$ cat src/rtl/barrier_scheduler.sv
// Barrier collision scheduler.
// Walks a small barrier table one entry at a time, drives each entry onto a
// shared combinational collision checker, and folds the checker's answers
// into per-frame tank collision codes and bullet hit flags/indices.
module barrier_scheduler #(
    parameter int NUM_BARRIERS = 8,
    parameter int IDX_W        = 3
) (
    input  logic             Clk,
    input  logic             Reset,
    input  logic             frame_start,
    input  logic             cfg_we,
    input  logic [IDX_W-1:0] cfg_idx,
    input  logic [9:0]       cfg_x,
    input  logic [9:0]       cfg_y,
    input  logic [9:0]       cfg_hh,
    input  logic [9:0]       cfg_hl,
    input  logic             cfg_en,
    output logic [9:0]       chk_x,
    output logic [9:0]       chk_y,
    output logic [9:0]       chk_hh,
    output logic [9:0]       chk_hl,
    input  logic [3:0]       chk_p1,
    input  logic [3:0]       chk_p2,
    input  logic             chk_b1,
    input  logic             chk_b2,
    output logic [3:0]       p1_collision,
    output logic [3:0]       p2_collision,
    output logic             bullet1_hit,
    output logic             bullet2_hit,
    output logic [IDX_W-1:0] bullet1_idx,
    output logic [IDX_W-1:0] bullet2_idx,
    output logic             busy,
    output logic             done,
    output logic             overrun
);

    typedef enum logic [1:0] {
        IDLE,
        LOAD,
        SAMPLE
    } state_t;

    state_t r_state;
    state_t w_next;

    // Barrier table
    logic [9:0] r_tx  [NUM_BARRIERS];
    logic [9:0] r_ty  [NUM_BARRIERS];
    logic [9:0] r_thh [NUM_BARRIERS];
    logic [9:0] r_thl [NUM_BARRIERS];
    logic       r_ten [NUM_BARRIERS];

    // Scan state and accumulators
    logic [IDX_W-1:0] r_idx;
    logic             r_en_q;
    logic [3:0]       r_acc_p1;
    logic [3:0]       r_acc_p2;
    logic             r_acc_b1;
    logic             r_acc_b2;
    logic [IDX_W-1:0] r_acc_b1_idx;
    logic [IDX_W-1:0] r_acc_b2_idx;

    // Decoded control
    logic w_last;
    logic w_start;
    logic w_load;
    logic w_sample;
    logic w_final;
    logic w_ovr;

    // Accumulators including the current sample
    logic [3:0]       w_acc_p1;
    logic [3:0]       w_acc_p2;
    logic             w_acc_b1;
    logic             w_acc_b2;
    logic [IDX_W-1:0] w_acc_b1_idx;
    logic [IDX_W-1:0] w_acc_b2_idx;

    assign w_last = (r_idx == IDX_W'(NUM_BARRIERS - 1));

    // State register
    always_ff @(posedge Clk) begin
        if (Reset) begin
            r_state <= IDLE;
        end else begin
            r_state <= w_next;
        end
    end

    // Next-state logic
    always_comb begin
        w_next = r_state;
        case (r_state)
            IDLE:    if (frame_start) w_next = LOAD;
            LOAD:    w_next = SAMPLE;
            SAMPLE:  w_next = w_last ? IDLE : LOAD;
            default: w_next = IDLE;
        endcase
    end

    // State-decoded control strobes; a request outside IDLE is dropped
    always_comb begin
        w_start  = (r_state == IDLE) && frame_start;
        w_load   = (r_state == LOAD);
        w_sample = (r_state == SAMPLE);
        w_final  = w_sample && w_last;
        w_ovr    = frame_start && (r_state != IDLE);
    end

    // Fold this cycle's checker result into the running accumulators
    always_comb begin
        w_acc_p1     = r_acc_p1;
        w_acc_p2     = r_acc_p2;
        w_acc_b1     = r_acc_b1;
        w_acc_b2     = r_acc_b2;
        w_acc_b1_idx = r_acc_b1_idx;
        w_acc_b2_idx = r_acc_b2_idx;
        if (r_en_q) begin
            w_acc_p1 = r_acc_p1 | chk_p1;
            w_acc_p2 = r_acc_p2 | chk_p2;
            if (chk_b1) begin
                w_acc_b1 = 1'b1;
                if (!r_acc_b1) w_acc_b1_idx = r_idx;
            end
            if (chk_b2) begin
                w_acc_b2 = 1'b1;
                if (!r_acc_b2) w_acc_b2_idx = r_idx;
            end
        end
    end

    // Table write port; a LOAD on the same edge still reads the old entry
    always_ff @(posedge Clk) begin
        if (Reset) begin
            for (int unsigned i = 0; i < NUM_BARRIERS; i++) begin
                r_tx[i]  <= '0;
                r_ty[i]  <= '0;
                r_thh[i] <= '0;
                r_thl[i] <= '0;
                r_ten[i] <= 1'b0;
            end
        end else if (cfg_we && (int'(cfg_idx) < NUM_BARRIERS)) begin
            r_tx[cfg_idx]  <= cfg_x;
            r_ty[cfg_idx]  <= cfg_y;
            r_thh[cfg_idx] <= cfg_hh;
            r_thl[cfg_idx] <= cfg_hl;
            r_ten[cfg_idx] <= cfg_en;
        end
    end

    // Scan datapath: checker drive, accumulation and result publication
    always_ff @(posedge Clk) begin
        if (Reset) begin
            r_idx        <= '0;
            r_en_q       <= 1'b0;
            r_acc_p1     <= '0;
            r_acc_p2     <= '0;
            r_acc_b1     <= 1'b0;
            r_acc_b2     <= 1'b0;
            r_acc_b1_idx <= '0;
            r_acc_b2_idx <= '0;
            chk_x        <= '0;
            chk_y        <= '0;
            chk_hh       <= '0;
            chk_hl       <= '0;
            p1_collision <= '0;
            p2_collision <= '0;
            bullet1_hit  <= 1'b0;
            bullet2_hit  <= 1'b0;
            bullet1_idx  <= '0;
            bullet2_idx  <= '0;
            busy         <= 1'b0;
            done         <= 1'b0;
            overrun      <= 1'b0;
        end else begin
            done    <= 1'b0;
            overrun <= w_ovr;
            if (w_start) begin
                r_idx        <= '0;
                r_acc_p1     <= '0;
                r_acc_p2     <= '0;
                r_acc_b1     <= 1'b0;
                r_acc_b2     <= 1'b0;
                r_acc_b1_idx <= '0;
                r_acc_b2_idx <= '0;
                busy         <= 1'b1;
            end
            if (w_load) begin
                chk_x  <= r_tx[r_idx];
                chk_y  <= r_ty[r_idx];
                chk_hh <= r_thh[r_idx];
                chk_hl <= r_thl[r_idx];
                r_en_q <= r_ten[r_idx];
            end
            if (w_sample) begin
                r_acc_p1     <= w_acc_p1;
                r_acc_p2     <= w_acc_p2;
                r_acc_b1     <= w_acc_b1;
                r_acc_b2     <= w_acc_b2;
                r_acc_b1_idx <= w_acc_b1_idx;
                r_acc_b2_idx <= w_acc_b2_idx;
                if (!w_last) r_idx <= r_idx + 1'b1;
            end
            if (w_final) begin
                p1_collision <= w_acc_p1;
                p2_collision <= w_acc_p2;
                bullet1_hit  <= w_acc_b1;
                bullet2_hit  <= w_acc_b2;
                bullet1_idx  <= w_acc_b1_idx;
                bullet2_idx  <= w_acc_b2_idx;
                done         <= 1'b1;
                busy         <= 1'b0;
            end
        end
    end

endmodule

$ cat config.mk
export PLATFORM = sky130hd
export DESIGN_NAME = barrier_scheduler
export DESIGN_NICKNAME = d
export VERILOG_FILES = /design/src/rtl/barrier_scheduler.sv
export SDC_FILE = /design/constraint.sdc
export NUM_CORES = 1
export LEC_CHECK = 0
export CAP_MARGIN = 0
export CORE_MARGIN = 2
export CORE_UTILIZATION = 56
export CTS_BUF_LIST = sky130_fd_sc_hd__clkbuf_16
export DETAILED_ROUTE_END_ITERATION = 6
export DONT_BUFFER_PORTS = 1
export PLACE_DENSITY = 0.79
export SLEW_MARGIN = 30
export SYNTH_ARGS = -nofsm -noshare
export SYNTH_HDL_FRONTEND = slang
export SYNTH_SLANG_ARGS = --single-unit
$ cat constraint.sdc
create_clock -name Clk -period 7.2 [get_ports Clk]
set_clock_uncertainty 0.2 [all_clocks]
set_input_delay 1.44 -clock Clk [delete_from_list [all_inputs] [get_ports Clk]]
set_output_delay 1.44 -clock Clk [all_outputs]
set_load 0.01 [all_outputs]
Yosys cells after proc, flatten, opt, wreduce, memory -nomap -nowiden:

Memory sizes are Yosys's and may differ from the RTL's. A register that Yosys moved wholly into a read port is not among the register bits.
Cells that the tools add are included.

* register bits: 40
* latch bits: 0
* bits in writable memories: 328
* ROM bits: 0
* output and inout bits: 59
* memories kept: 5

Memory list
* r_thh: depth 8, bits a word 10, read ports 1, clocked after Yosys merged registers in 1, write ports 8, line 50 `logic [9:0] r_thh [NUM_BARRIERS];`
* r_thl: depth 8, bits a word 10, read ports 1, clocked after Yosys merged registers in 1, write ports 8, line 51 `logic [9:0] r_thl [NUM_BARRIERS];`
* r_tx: depth 8, bits a word 10, read ports 1, clocked after Yosys merged registers in 1, write ports 8, line 48 `logic [9:0] r_tx [NUM_BARRIERS];`
* r_ty: depth 8, bits a word 10, read ports 1, clocked after Yosys merged registers in 1, write ports 8, line 49 `logic [9:0] r_ty [NUM_BARRIERS];`
* r_ten: depth 8, bits a word 1, read ports 1, clocked after Yosys merged registers in 1, write ports 8, line 52 `logic r_ten [NUM_BARRIERS];`

* add/sub/neg operators: 1
* multipliers: 0
* divide/modulo/power cells: 0
* magnitude comparators: 0
* equality and inequality tests: 4
* shift operators: 0
* mux-type cells: 48
* bitwise gates (word level): 2
* reduce and logical (&&, ||, !) cells: 12

Operators by type and width (count)
* 2-to-1 mux 3 bit: 17
* 2-to-1 mux 10 bit: 4
* OR reduction 10 bit: 4
* 2-to-1 mux 1 bit: 20
* 2-to-1 mux 4 bit: 5
* bitwise OR 4 bit: 2
* case mux 2 bit (3 select lines): 1
* nonzero test 2 bit: 2
* adder 3 x 1 -> 3 bit (second input constant): 1
* equality test 3 bit (second input constant): 1
* logical AND 1 bit: 3
* equality test 2 x 1 -> 1 bit (second input constant): 1
* equality test 2 bit (second input constant): 1
* zero test 2 bit: 1
* 2-to-1 mux 2 bit: 1
* inequality test 2 bit (second input constant): 1
* OR reduction 2 bit: 1
* OR reduction 1 bit: 1

Depth between registers and ports, before layout:

Gate-level depths: netlist (run 1).

* word-level depth: 5
* mapped depth: 7

Worst setup path before layout (run 1):

No wires, ideal clock.

* path kind: input to register
* start: input Reset
* end: memory r_ten[0] (enable)
* library setup time: 0.380 ns
* arrival time: 2.807 ns
* required time: 6.620 ns
* path slack: 3.812 ns
* stages on the path: 4
* buffers on the path: 1
* path through: buf_2 or3b_4 nor3_4 or2_2

RTL lines
* from (decl): line 10 `input logic Reset,`
* to (decl): line 52

==> metrics.csv, run 1 <==
metric;value;unit
status;complete, no violations;
Post-synth ARST share;0;%
hold buffers post-CTS;0;
die height;182;um
Inserted Diodes;0;
power after layout;5.22;mW
initial antenna violation count;0;
Seq/Total Area, Yosys;64.9;%
clock buffer count from CTS;43;
Max Cap Violations;0;
Synth area leader;edfxtp_1;
Avg Cell Area, Syn;13.2;um^2
CP max FO;91;
worst min path class;flop to flop;
core area;0.0313;mm^2
post-synth cell types;33;
maximum clock rate;287;MHz
CTS H-tree lvls;2;
largest net degree at the start of global routing;92;
combinational fraction of design power;4.7;%
post-DR vias/cell;5.84;
initial core utilization;56.5;%
Placed Instance Area;0.0180;mm^2
Synth Instances;1343;
Int Pwr;4.11;mW
HP Start;r_acc_p2[1];
Clk network pwr share;42.5;%
post-route ant nets;0;
max-slew violations;0;
Peak VDD IR;0.000222;V
post-detail-place hpwl;21100;um
GP Congestion;0.721;
commonest cells after routing, fill and taps aside;and2_1, edfxtp_1, mux2i_1;
Crit Path Category;input port to flop;
grt ovf;0;
Ys Warns;0;
CTS max path bufs;3;
clock root cell;clkbuf_16;
fin area;0.0195;mm^2
via count;10100;
hold path depth;2;
switching share of power;21.3;%
Cell Area, Synth;0.0177;mm^2
post-detailed-route DRC marker count;0;
Req. time, crit path;7.16;ns
share of layout cells above drive strength 1;7.73;%
measured slew at the worst slew-check pin;0.900;ns
R2R Path End;chk_hl[3];
final setup vio count;0;
min cycle time layout;3.48;ns
DRT iter0 DRCs;708;
Rel. slew slack;39.8;%
wire per inst;21.2;um
Flop pwr share;52.8;%
number of I/O port buffers;0;
Synth-to-Final Area Change;10.0;%
critical path launch point type;input port;
Post-CTS Resized;0;
r2r setup slk;4.47;ns
part of the cycle the worst path needs;48.3;%
RR Startpoint;r_idx[0];
CTS sink count;409;
Reg clk slew, reported paths;0.06;ns
first-pass GRT wire length;57900;um
Top Ports;117;
dpl cells;1657;
drt pass-1 iters;5;
nets@finish;1361;
Post-synth EDFFs;328;
syn_nets;1404;
Setup crit start;Reset;
pwr dens;268;mW/mm^2
aggregate global-route resource usage;22.6;%
Critical Path AT;3.44;ns
RSZ-0062 raised after global routing;no;
CTS tree;done;
post-route setup slack;3.72;ns
Psw;1.11;mW
setup repair bufs after CTS;0;
Yosys reg bits;409;
final setup TNS;0;ns
predominant post-synthesis flop cell;edfxtp_1;
worst hold endpoint;r_acc_p2[1];
Yosys top cell area share;55.7;%
die area;0.0330;mm^2
routed wire length;36900;um
Leakage;6.57;nW
ranking of synthesized cells by area;edfxtp_1, and2_1, mux2i_1;
CP Capture Type;flop;
Die X;182;um
placement row count;65;
Final Hold Vio Count;0;
Non-Filler Instances;1735;
Reg2Reg Depth;6;
Setup WS pre-CTS;3.16;ns
vias in the first global route;10300;
Clock Latency Late Sink;0.54;ns
## per-layer routing
layer / part of all wire [%] / track usage, % / up-vias
met2: 49 / 39.2 / 298
li1: - / - / 4787
met5: 0 / 0 / -
met4: 2.5 / 7.32 / 0
met3: 6.1 / 4.01 / 66
met1: 42 / 28.9 / 4976
## cell usage after synthesis, drive strengths merged, types with 2 or more instances
cell type and count:
a211oi 16, a21oi 53, a22oi 90, a32oi 10
and2 330, buf 36, clkbuf 65, dfxtp 81
edfxtp 328, ha 3, mux2 2, mux2i 170
nand2b 4, nand3b 3, nor2 88, nor2b 4
nor3 44, or2 8, or3b 2
## logic make-up (layout without fill, tap and decap cells)
group | count (synthesis) | in the layout | synth area share (%)
flip-flops | 409 | 409 | 64.9
AND/OR/NAND/NOR | 487 | 487 | 15.9
AO/OA/AOI/OAI | 171 | 171 | 6.58
multiplexers | 172 | 172 | 9.75
buffers and inverters | 101 | 91 | 2.64
adder cells (fa/ha/maj) | 3 | 3 | 0.212
## worst max-delay path, cell delays in order
cell    delay (ns)
or3b_4        0.48
nor2_4        0.73
or2_4         0.70
## how the worst max path moves through the flow
stage	endpoint	cells past startpoint
global route	r_thl[2][4]	3
finish	r_thl[2][4]	3
floorplan	r_ten[0]	4
CTS	r_thl[2][4]	3
global placement	r_tx[2][2]	3
detailed placement	r_tx[2][4]	3
## power by group through the flow
| stage | sequential, mW | clock (mW) | combinational, mW |
|---|---|---|---|
| after detailed placement | 2.81 | 0 | 0.249 |
| after CTS | 2.76 | 2.24 | 0.251 |
| final | 2.76 | 2.22 | 0.248 |
| after global routing | 2.77 | 2.34 | 0.273 |
| after global placement | 2.80 | 0 | 0.235 |
| after floorplan | 2.78 | 0 | 0.197 |
## cell type report
class	count	area, um^2
tap	402	503
multi-input combinational	833	5820
clock inverter	34	325
sequential	409	11500
clock buffer	44	1100
fill	2318	11900
timing repair buffer	13	230
## state kept, by name, indices dropped and copies added, names as in the netlist, 4 cells and up
| name | count |
|---|---|
| r_thh | 80 |
| r_thl | 80 |
| r_tx | 80 |
| r_ty | 80 |
| chk_hh | 10 |
| chk_hl | 10 |
| chk_x | 10 |
| chk_y | 10 |
| r_ten | 8 |
| p1_collision | 4 |
| p2_collision | 4 |
| r_acc_p1 | 4 |
| r_acc_p2 | 4 |
## metrics by stage
stage	utilization [%]	hold WS, ns
floorplan	-	0.255
global placement	57.0	0.268
detailed placement	57.6	0.279
CTS	62.1	0.293
global route	62.1	0.313
finish	62.1	0.290
(Power assumes the default switching activity.)
==> run 2: changes to the inputs <==
==> constraint.sdc (replaced) <==
create_clock -name Clk -period 3.5 [get_ports Clk]
set_clock_uncertainty 0.2 [all_clocks]
set_input_delay 0.7 -clock Clk [delete_from_list [all_inputs] [get_ports Clk]]
set_output_delay 0.7 -clock Clk [all_outputs]
set_load 0.01 [all_outputs]
==> run 2 against run 1 <==
Net effect: non-clock buffer count grew 14; critical path depth grew 2; sequential power grew 110%; design area is the same; cell count grew 0.75%; routed wire length grew 4.9%; sequential share of layout area is the same; critical path type is now flop to flop.
==> metrics.csv, run 2 (same netlist as run 1, synthesis figures left out) <==
metric;value;unit;change
status;complete, no violations;;
fin area;0.0195;mm^2;unchanged
Clock Latency Late Sink;0.54;ns;about the same
GP Congestion;0.730;;+1.3%
Synth-to-Final Area Change;10.0;%;unchanged
CTS H-tree lvls;2;;unchanged
core area;0.0313;mm^2;unchanged
post-detail-place hpwl;21900;um;+3.7%
grt ovf;0;;unchanged
share of layout cells above drive strength 1;8.47;%;+0.74 points
final setup vio count;0;;unchanged
clock buffer count from CTS;42;;-2.3%
CTS max path bufs;3;;unchanged
dpl cells;1671;;+0.84%
Reg clk slew, reported paths;0.06;ns;about the same
vias in the first global route;10700;;+3.3%
die area;0.0330;mm^2;unchanged
pwr dens;547;mW/mm^2;+100%
worst min path class;input port to flop;;
CTS sink count;409;;unchanged
aggregate global-route resource usage;23.4;%;+0.80 points
min cycle time layout;2.46;ns;
most common cell after layout, fill and taps aside;and2_1;;
Max Cap Violations;0;;unchanged
placement row count;65;;unchanged
drt pass-1 iters;6;;+1
CP max FO;22;;-76%
Rel. slew slack;44.3;%;+4.4 points
CTS tree;done;;
max-slew violations;0;;unchanged
Leakage;6.61;nW;+0.50%
worst hold margin;0.0428;ns;-0.247 ns
final setup TNS;0;ns;unchanged
Buf/Inv on CP;1;;+1
maximum clock rate;406;MHz;
initial antenna violation count;0;;unchanged
Placed Instance Area;0.0181;mm^2;+0.36%
CP peak stage delay;0.69;ns;-0.04 ns
Post-CTS Resized;0;;unchanged
nets@finish;1374;;+0.96%
clock root cell;clkbuf_16;;
Final Hold Vio Count;0;;unchanged
Top Ports;117;;unchanged
Critical Path AT;2.68;ns;-0.76 ns
Die X;182;um;unchanged
Filler cells;2271;;-2.0%
Setup WS pre-CTS;0.841;ns;-2.32 ns
post-route ant nets;0;;unchanged
initial core utilization;56.5;%;unchanged
post-DR vias/cell;5.95;;+1.9%
Inserted Diodes;0;;unchanged
wire per inst;22.1;um;+4.1%
Finished Core Util;62.1;%;unchanged
setup repair bufs after CTS;0;;unchanged
hold buffers post-CTS;0;;unchanged
Top delay family on crit path;simple AND/OR/NAND/NOR gates;;
measured slew at the worst slew-check pin;0.834;ns;-0.0659 ns
post-route setup slack;1.04;ns;-2.68 ns
CP Capture Type;flop;;
first-pass GRT wire length;59800;um;+3.3%
commonest cells after routing, fill and taps aside;and2_1, edfxtp_1, mux2i_1;;
number of I/O port buffers;0;;unchanged
routed wire length;38700;um;+4.9%
Crit Path Category;flop to flop;;
Peak VDD IR;0.000428;V;+93%
critical path launch point type;flop;;
Non-Filler Instances;1748;;+0.75%
via count;10400;;+2.6%
die height;182;um;unchanged
part of the cycle the worst path needs;70.3;%;
power after layout;10.6;mW;+100%
crit-path cells;nor2b_4 -> buf_4 -> a22oi_1 -> a21oi_1 -> nor3_1;;
RSZ-0062 raised after global routing;no;;
post-detailed-route DRC marker count;0;;unchanged
CP max-delay cell;nor2b_4;;
Req. time, crit path;3.72;ns;-3.44 ns
DRT iter0 DRCs;801;;+13%
largest net degree at the start of global routing;92;;unchanged
[run 2: area by class of cell]
| type | instances | area [um^2] | share of cell area [%] |
|---|---|---|---|
| flip-flops and latches | 409 | 11500 | 59.0 |
| multi-input cells | 833 | 5790 | 29.8 |
| clock buffers | 43 | 1080 | 5.53 |
| well taps | 402 | 503 | 2.59 |
| repair buffers | 27 | 315 | 1.62 |
| clock inverters | 34 | 288 | 1.48 |
[run 2: worst paths after layout]
kind / start / to / slack [ns] / depth (start not counted)
setup / recovery: r_idx[2] / chk_y[1] / 1.04 / 5
hold / removal: Reset / r_idx[0] / 0.04 / 1
setup reg to reg: r_idx[2] / chk_y[1] / 1.04 / 5
hold reg to reg: r_acc_p1[0] / r_acc_p1[0] / 0.29 / 2
[run 2: routing by layer]
metal  track usage, %  share of wire (%)
met5                0                  0
met4             6.96                1.9
met2             39.6                 49
met1             30.4                 41
met3             5.15                8.3
[run 2: report_power, final]
part           internal, mW  leakage (nW)  switching (mW)  total, mW
logic                 0.203          2.11           0.330      0.533
clock network          2.60         0.694            1.84       4.45
registers              5.54          3.80           0.133       5.67
==> run 3: changes to the inputs <==
==> constraint.sdc (replaced) <==
create_clock -name Clk -period 2.31 [get_ports Clk]
set_clock_uncertainty 0.2 [all_clocks]
set_input_delay 0.462 -clock Clk [delete_from_list [all_inputs] [get_ports Clk]]
set_output_delay 0.462 -clock Clk [all_outputs]
set_load 0.01 [all_outputs]
==> run 3 against run 2 <==
Net effect: global-route usage up 1.0 points; first-iteration DRC count up 13%; via count up 3.1%; sequential power up 51%; critical path depth unchanged; hold slack better by 0.039 ns; die area unchanged.
==> metrics.csv, run 3 (same netlist as run 1, synthesis figures left out) <==
metric;value;unit;change
worst min path class;input port to flop;;
grt ovf;0;;unchanged
clock buffer count from CTS;42;;unchanged
CTS tree;done;;
post-route ant nets;0;;unchanged
vias in the first global route;11100;;+3.6%
number of I/O port buffers;0;;unchanged
final setup vio count;0;;unchanged
RSZ-0062 raised after global routing;no;;
Reg2Reg Depth;5;;unchanged
CP max FO;10;;-55%
Rel. slew slack;56.4;%;+12 points
wire per inst;21.8;um;-1.5%
Placed Instance Area;0.0184;mm^2;+1.9%
CTS max path bufs;3;;unchanged
commonest cells after routing, fill and taps aside;and2_1, edfxtp_1, mux2i_1;;
post-DR vias/cell;5.88;;-1.2%
most common cell after layout, fill and taps aside;and2_1;;
hold path depth;1;;unchanged
via count;10700;;+3.1%
Crit Path Category;flop to flop;;
setup repair bufs after CTS;0;;unchanged
initial antenna violation count;2;;+2
Clock Latency Late Sink;0.53;ns;about the same
max-slew violations;0;;unchanged
Leakage;7.02;nW;+6.3%
Filler cells;2186;;-3.7%
share of layout cells above drive strength 1;9.50;%;+1.0 points
CP Capture Type;flop;;
post-detail-place hpwl;24000;um;+9.9%
Top Ports;117;;unchanged
critical path launch point type;flop;;
pwr dens;801;mW/mm^2;+46%
Synth-to-Final Area Change;14.9;%;
Final Hold Vio Count;0;;unchanged
Die X;182;um;unchanged
aggregate global-route resource usage;24.4;%;+1.0 points
fin area;0.0203;mm^2;+4.5%
routed wire length;39700;um;+2.8%
CTS H-tree lvls;2;;unchanged
DRT iter0 DRCs;908;;+13%
post-detailed-route DRC marker count;0;;unchanged
status;complete, no violations;;
r2r setup slk;0.27;ns;-0.77 ns
die height;182;um;unchanged
CTS sink count;409;;unchanged
placement row count;65;;unchanged
GP Congestion;0.752;;+3.1%
part of the cycle the worst path needs;88.5;%;+18 points
die area;0.0330;mm^2;unchanged
Critical Path AT;2.24;ns;-0.44 ns
min cycle time layout;2.04;ns;-0.417 ns
drt pass-1 iters;7;;+1
Reg clk slew, reported paths;0.06;ns;about the same
measured slew at the worst slew-check pin;0.654;ns;-0.180 ns
Post-CTS Resized;0;;unchanged
nets@finish;1451;;+5.6%
largest net degree at the start of global routing;82;;-11%
initial core utilization;56.5;%;unchanged
Max Cap Violations;0;;unchanged
first-pass GRT wire length;62200;um;+4.0%
core area;0.0313;mm^2;unchanged
final setup TNS;0;ns;unchanged
Peak VDD IR;0.000632;V;+48%
Req. time, crit path;2.51;ns;-1.21 ns
clock root cell;clkbuf_16;;
maximum clock rate;489;MHz;+20%
-- run 3: cell type report --
| cell class | count | area, um^2 | area share (%) |
|---|---|---|---|
| flip-flops and latches | 409 | 11500 | 56.5 |
| multi-input cells | 833 | 5800 | 28.5 |
| repair buffers | 104 | 1190 | 5.87 |
| clock buffers | 43 | 1080 | 5.29 |
| well taps | 402 | 503 | 2.48 |
| clock inverters | 32 | 273 | 1.34 |
| diodes | 1 | 2.50 | 0.0123 |
-- run 3: timing repair --
item,4_1_cts,5_1_grt
setup endpoints to repair,0,0
hold endpoints to repair,409,0
hold buffers,53,0
-- run 3: per-stage QoR --
| step | setup WS [ns] | cells | power [mW] | hold slack (ns) | utilization, % |
|---|---|---|---|---|---|
| 2_1_floorplan | 0.0528 | 1343 | 9.29 | 0.255 | - |
| 3_3_place_gp | 0.249 | 1695 | 9.56 | 0.268 | 58.8 |
| 3_5_place_dp | 0.221 | 1695 | 9.61 | 0.276 | 58.8 |
| 4_1_cts | 0.284 | 1823 | 16.4 | 0.0666 | 64.9 |
| 5_1_grt | 0.112 | 1824 | 16.8 | 0.0820 | 64.9 |
| 6_report | 0.266 | 1824 | 16.3 | 0.0818 | 64.9 |
-- run 3: where the power goes --
| part | total [mW] | internal [mW] | switching, mW |
|---|---|---|---|
| clock | 6.64 | 3.93 | 2.71 |
| sequential | 8.58 | 8.39 | 0.198 |
| combinational | 1.05 | 0.416 | 0.630 |
| total | 16.3 | 12.7 | 3.54 |
-- run 3: path summary, 6_finish.rpt --
| kind | startpoint | endpoint |
|---|---|---|
| worst max-delay path | r_idx[1] | chk_y[9] |
| worst min-delay path | Reset | r_ty[2][0] |
| worst max register to register | r_idx[1] | chk_y[9] |
| worst min register to register | r_acc_p2[1] | r_acc_p2[1] |
-- run 3: metal layers --
metal	vias to the layer above	global-route usage, %	share of wire [%]
met5	-	0	0.033
met4	2	7.45	2.3
met3	79	4.43	6.4
met2	358	43.2	51
met1	5309	30.7	40
li1	4969	-	-
-- run 3: worst max-delay path, cell delays in order (launching register included) --
cell	delay (ns)
dfxtp_1	0.63
nor2b_4	0.42
buf_4	0.24
a22oi_1	0.12
a21oi_1	0.23
nor3_1	0.07
